<file path="src/rtl/run_step_ctrl.sv">
// Execution controller for the pipelined RISC-V core: debounced buttons drive
// PAUSE/STEP/RUN/BREAK modes, generating cpu_ce, a step counter and the display word.
module run_step_ctrl #(
  parameter int unsigned DEBOUNCE_MS = 20,
  parameter int unsigned RUN_DIV     = 1000
) (
  input  logic        clk,
  input  logic        reset,
  input  logic        ce1ms,
  input  logic        btn_step,
  input  logic        btn_mode,
  input  logic        bp_en,
  input  logic [31:0] bp_addr,
  input  logic [31:0] pc,
  input  logic [31:0] instr,
  input  logic        disp_sel,
  output logic        cpu_ce,
  output logic [31:0] disp_word,
  output logic [31:0] cycle_count,
  output logic [1:0]  state,
  output logic        halted
);

  localparam int unsigned DB_W = $clog2(DEBOUNCE_MS + 1);
  localparam int unsigned RD_W = $clog2(RUN_DIV + 1);

  typedef enum logic [1:0] {
    S_PAUSE = 2'd0,
    S_STEP  = 2'd1,
    S_RUN   = 2'd2,
    S_BREAK = 2'd3
  } stateT;

  stateT stateQ, stateNext;

  // Index 0 = step button, index 1 = mode button.
  logic [1:0]      btnRaw;
  logic [1:0]      sync1, sync2;
  logic [1:0]      debLevel, debLevelD;
  logic [DB_W-1:0] dbCnt [2];
  logic [1:0]      press;
  logic            stepP, modeP;

  logic [RD_W-1:0] rateCnt;
  logic            firePoint;
  logic            bpSkip, bpSkipNext;
  logic            ceNext;

  assign btnRaw = {btn_mode, btn_step};

  always_ff @(posedge clk) begin
    if (reset) begin
      sync1     <= '0;
      sync2     <= '0;
      debLevel  <= '0;
      debLevelD <= '0;
      for (int unsigned i = 0; i < 2; i++) dbCnt[i] <= '0;
    end else begin
      sync1     <= btnRaw;
      sync2     <= sync1;
      debLevelD <= debLevel;
      for (int unsigned i = 0; i < 2; i++) begin
        if (sync2[i] == debLevel[i]) begin
          dbCnt[i] <= '0;
        end else if (ce1ms) begin
          if (dbCnt[i] == DB_W'(DEBOUNCE_MS - 1)) begin
            debLevel[i] <= sync2[i];
            dbCnt[i]    <= '0;
          end else begin
            dbCnt[i] <= dbCnt[i] + 1'b1;
          end
        end
      end
    end
  end

  assign press = debLevel & ~debLevelD;
  assign stepP = press[0];
  assign modeP = press[1];

  assign firePoint = ce1ms && (rateCnt == RD_W'(RUN_DIV - 1));

  // mode_p is tested before step_p everywhere so it wins on a tie.
  always_comb begin
    stateNext  = stateQ;
    ceNext     = 1'b0;
    bpSkipNext = bpSkip;
    unique case (stateQ)
      S_PAUSE: begin
        if (modeP) begin
          stateNext = S_RUN;
        end else if (stepP) begin
          stateNext = S_STEP;
          ceNext    = 1'b1;
        end
      end
      S_STEP: stateNext = S_PAUSE;
      S_RUN: begin
        if (modeP) begin
          stateNext = S_PAUSE;
        end else if (firePoint) begin
          if (bp_en && (pc == bp_addr) && !bpSkip) begin
            stateNext = S_BREAK;
          end else begin
            ceNext     = 1'b1;
            bpSkipNext = 1'b0;
          end
        end
      end
      S_BREAK: begin
        if (modeP) begin
          stateNext  = S_RUN;
          bpSkipNext = 1'b1;
        end else if (stepP) begin
          stateNext = S_STEP;
          ceNext    = 1'b1;
        end
      end
      default: stateNext = S_PAUSE;
    endcase
  end

  // Holding the rate counter at zero outside RUN gives the clear-on-entry behaviour.
  always_ff @(posedge clk) begin
    if (reset) begin
      stateQ      <= S_PAUSE;
      cpu_ce      <= 1'b0;
      bpSkip      <= 1'b0;
      rateCnt     <= '0;
      cycle_count <= '0;
      disp_word   <= '0;
    end else begin
      stateQ <= stateNext;
      cpu_ce <= ceNext;
      bpSkip <= bpSkipNext;
      if (stateQ != S_RUN) begin
        rateCnt <= '0;
      end else if (ce1ms) begin
        rateCnt <= firePoint ? '0 : rateCnt + 1'b1;
      end
      if (cpu_ce) cycle_count <= cycle_count + 32'd1;
      disp_word <= disp_sel ? instr : pc;
    end
  end

  assign state  = stateQ;
  assign halted = (stateQ == S_BREAK);

endmodule

</file>
<file path="config.mk">
export PLATFORM = sky130hd
export DESIGN_NAME = run_step_ctrl
export DESIGN_NICKNAME = d
export VERILOG_FILES = /design/src/rtl/run_step_ctrl.sv
export SDC_FILE = /design/constraint.sdc
export NUM_CORES = 1
export LEC_CHECK = 0
export CAP_MARGIN = 15
export CORE_UTILIZATION = 47
export CTS_CLUSTER_DIAMETER = 30
export DETAILED_ROUTE_END_ITERATION = 8
export DONT_BUFFER_PORTS = 1
export GPL_ROUTABILITY_DRIVEN = 0
export SKIP_LAST_GASP = 1
export SYNTH_ARGS = -nofsm -noshare
export SYNTH_HDL_FRONTEND = slang
export SYNTH_SLANG_ARGS = --single-unit
</file>
<file path="constraint.sdc">
create_clock -name clk -period 2.2 [get_ports clk]
set_input_delay 0.11 -clock clk [delete_from_list [all_inputs] [get_ports clk]]
set_output_delay 0.11 -clock clk [all_outputs]
set_load 0.02 [all_outputs]
</file>
; Word-level counts from Yosys, hierarchy flattened
; Memories as Yosys holds them, arrays and structs flattened.
; Cells that the tools add are included.
[word_totals]
mem_count = 1
elab_cells = 108
out_inout_bits = 68
ramBits = 10
ff_bits = 86
in_bits = 103
[classes]
addsub = 4
bitwise = 10
eq_ne = 17
n_reduce_logical = 12
mux = 53
[mem_list]
columns = name, depth, width, rd, rd_clocked_by_memory_dff, write_ports, line
row1 = dbCnt, 2, 5, 2, 0, 2, 40  ; logic [DB_W-1:0] dbCnt [2];
[ops]
columns = operator, n
row1 = $mux 1, 37
row2 = $add 32x1->32 const B, 1
row3 = $eq 32x32->1, 1
row4 = $mux 32, 1
row5 = $mux 5, 6
row6 = $add 10x1->10 const B, 1
row7 = $add 5x1->5 const B, 2
row8 = $eq 10x10->1 const B, 1
row9 = $eq 5x5->1 const B, 2
row10 = $mux 10, 1
row11 = $mux 2, 5
row12 = $reduce_and 3->1, 3
row13 = $ne 2x2->1 const B, 4
row14 = $ne 3x3->1 const B, 2
row15 = $or 1x1->1, 6
row16 = $pmux 2 s3, 1
row17 = $reduce_and 5->1, 1
row18 = $eq 2x2->1 const B, 2
row19 = $pmux 1 s2, 2
row20 = $reduce_or 2->1, 2
row21 = $logic_and 1x1->1, 3
row22 = $ne 3x1->1 const B, 1
row23 = $and 2x2->2, 1
row24 = $eq 1x1->1, 2
row25 = 7 further kinds, 8

; Logic depth before layout (Yosys ltp)
[depth]
ltp_word = 8
mapped_depth = 7
ltp_nobuf = 7

; Worst setup path after synthesis
; Ideal clock, no wire load.
[synth_path]
kind = register to register
from = register cycle_count[0]
to = register cycle_count[22]
path_stages_with_launch = 8
arrival_ns = 1.660
period_less_slack_ns = 1.774
setup_ns = 0.114
path_slack_ns = 0.426
n_path_buf = 0
required_ns = 2.086
path_cell_list = dfxtp_1 > ha_1 > nand2_1 > nor3_4 > nor3b_4 > nand4_1 > xor2_1 > nor2_1
[synth_between]
elab_chain_len = 1
[synth_rtl]
columns = element, line
row1 = from (decl), 19  ; output logic [31:0] cycle_count,
row2 = from (signal assigned), 141  ; if (cpu_ce) cycle_count <= cycle_count + 32'd1;
row3 = $add 32x1->32, 141
; Every way passes these cells.
; A chain may end at the register's enable or synchronous reset.

; Worst setup path in the final report
[layout_path]
from = register cycle_count[1]
to = register cycle_count[21]
; The elaborated chain is that of the path after synthesis.

==> results.cfg <==
[status]
status = finished, final reports clean

[placed_design]
dpl.hpwl_um = 7720
pre_cts_ws_ns = 0.4434
dp_cells = 565
io_buffers = 0

[detailed_routing]
routedWlPerCell_um = 17.67
wl_um = 11470
vias_per_cell = 5.354
vias = 3475
antenna_left = 0
drcViolationCount = 0
dr.pass1.iters = 4
drtIter0Drc = 144

[yosys]
synth_area_leader_cell = dfxtp_1
synthFlopType = dfxtp_1
syn_nets = 559
ys.warnings.count = 0
synth_top_cell_area_share = 0.3928
synthArstFlopShare = 0
synth.distinct_cells = 44
yosys-top-cells-area = dfxtp_1, mux2i_1, xnor2_1
netlist_area_sq_um = 4383
avgSynthCellArea_sq_um = 9.762
synth_cells = 449
synth_edf_count = 10
ys_ff_latch = 96
synth_seq_area_share = 0.4613

[die]
start_util = 0.4930
die_y_um = 98.57
dieArea_sq_um = 9716
ios = 171
core_sq_um = 8891
rows = 34
die_x_um = 98.57

[timing]
max_freq_mhz = 564.2
tns_ns = 0
setup_ws_ns = 0.4277
slew_violations = 0
period_needed_ns = 1.772
maxSlewHeadroom = 0.6441
rsz0062_at_grt = no
worst_pin_slew_ns = 0.5290
finalHoldViolations = 0
fin_crit_sh = 0.8056
finalSetupViolations = 0
finClkSkew_ns = 0.01302

[setup_path]
worstSetupStartpointType = flip-flop
cp_data_arrival_time_ns = 2.03
worstSetupStartpoint = cycle_count[1]
crit_type = reg -> reg
crit_path_end_kind = flip-flop
required_ns = 2.45
r2r_start = cycle_count[1]
cp_max_fo = 9

[power_and_ir_drop]
p_per_area_nw_per_um2 = 648.5
pwr-share-clk = 0.322
ir_worst_vdd_mv = 0.3792
leakage_uw = 0.002225
p_seq_frac = 0.541
share_comb_of_total_power = 0.137
swShare = 0.2665
p_int_uw = 2622
switchingPower_uw = 952.5

[clock_tree]
cts_buffers = 9
cts_tree = built
cts_resized = 0
h-tree-depth = 3
clk_latency_ns = 0.36
clk_path_buf_depth = 2
root_buffer = clkbuf_8
clk_pin_slew_worst_paths_ns = 0.10
numClockSinks = 96

[final_layout]
nets = 646
area_growth_pct = 25.75
layout-drive-gt1-share = 0.09982
diodes = 0
fillers = 739
final_core_util = 0.6199
multi_input_area_sq_um = 2255
ff_latch_area_sq_um = 2022
final_cells = 649

[flow_run]
drv_cap = 0

[grt]
grt_pass1_wl_um = 18400
grt_pass1_vias = 3700
grt_overflow = 0
grt_use_total = 0.2440
antenna_found_initial = 0
grt_max_degree = 77

[worst_hold_path]
hold_start = reset
min_path_type = in -> reg
state kept, by name, indices dropped and copies added (netlist names), 10 cells and up:
name and flops:
cycle_count 32, rateCnt 10, disp_word 32, dbCnt 10
layer usage:
layer,GRT usage,up-vias,share of wire
met4,0.09759,0,0.031
met5,0,-,0
met2,0.4290,126,0.49
li1,-,1696,-
met1,0.2725,1629,0.40
met3,0.08085,24,0.070
final timing paths:
check | endpoint | slack, ns | cells after the start
max | cycle_count[21] | 0.43 | 6
min | rateCnt[0] | 0.02 | 2
max reg2reg | cycle_count[21] | 0.43 | 6
min reg2reg | sync2[1] | 0.44 | 1
cell families after synthesis:
family,after synthesis,synth area share
simple gates,200,0.2407
flops,96,0.4613
xor+xnor,78,0.1559
mux,35,0.07993
buf+inv,22,0.02426
compound gates,11,0.01798
fa+ha+maj,7,0.01998
synth_stat cells (all sizes together), types with 7 or more instances:
| master | number |
|---|---|
| and3 | 7 |
| and4 | 7 |
| buf | 10 |
| dfxtp | 86 |
| edfxtp | 10 |
| ha | 7 |
| mux2i | 35 |
| nand2 | 22 |
| nand3 | 26 |
| nand4 | 21 |
| nor2 | 87 |
| nor2b | 7 |
| xnor2 | 39 |
| xor2 | 39 |
power groups by stage:
stage / logic, uW / registers, uW / clock network, uW
floorplan: 298 / 1970 / 0
global placement: 333 / 1970 / 0
detailed placement: 338 / 1970 / 0
CTS: 482 / 1930 / 1190
global route: 540 / 1940 / 1250
finish: 490 / 1930 / 1150
critical path, cell delays in order (launching register included):
cell	delay, ns
dfxtp_1	0.37
and3_1	0.24
and3_1	0.44
nor3b_4	0.30
nand3_1	0.11
xor2_1	0.14
nor2_1	0.05
through the flow:
step	power, uW	instance area, sq um	hold slack, ns
2_1_floorplan	2265	4383	0.2382
6_report	3574	5512	0.02086
5_1_grt	3729	5512	0.03839
3_3_place_gp	2307	4614	0.1902
3_5_place_dp	2313	4614	0.1946
4_1_cts	3605	5512	0.01377
cell type report:
cell class                      instances  area share
Clock inverter                          4    0.005902
Clock buffer                           12     0.03019
Multi-Input combinational cell        331      0.4091
Sequential cell                        96      0.3669
Timing Repair Buffer                   92      0.1594
Tap cell                              108     0.02452
Inverter                                6    0.004086
layout by cell type, fill, tap and decap left out, types with 2 or more instances in the layout:
master and count:
dfxtp_1 86, nand4_1 20, ha_1 7, xor2_1 39, nand2_1 21, and4_2 2, nor2_1 87, and3_1 7
nor3b_1 3, nor3b_4 2, edfxtp_1 10, nand2b_1 6, and4_1 4, a21oi_1 5, xnor2_1 39, nor3_1 3
inv_1 6, inv_6 2, dlygate4sd3_1 67, buf_4 24, clkbuf_8 10, nor2b_1 7, nand3_1 24, nand3_4 2
mux2i_1 35
what timing repair did:
action,4_1_cts,5_1_grt
hold buffers,68,0
setup buffers,0,0
endpoints found under the hold margin,79,0
(Power assumes the default switching activity.)
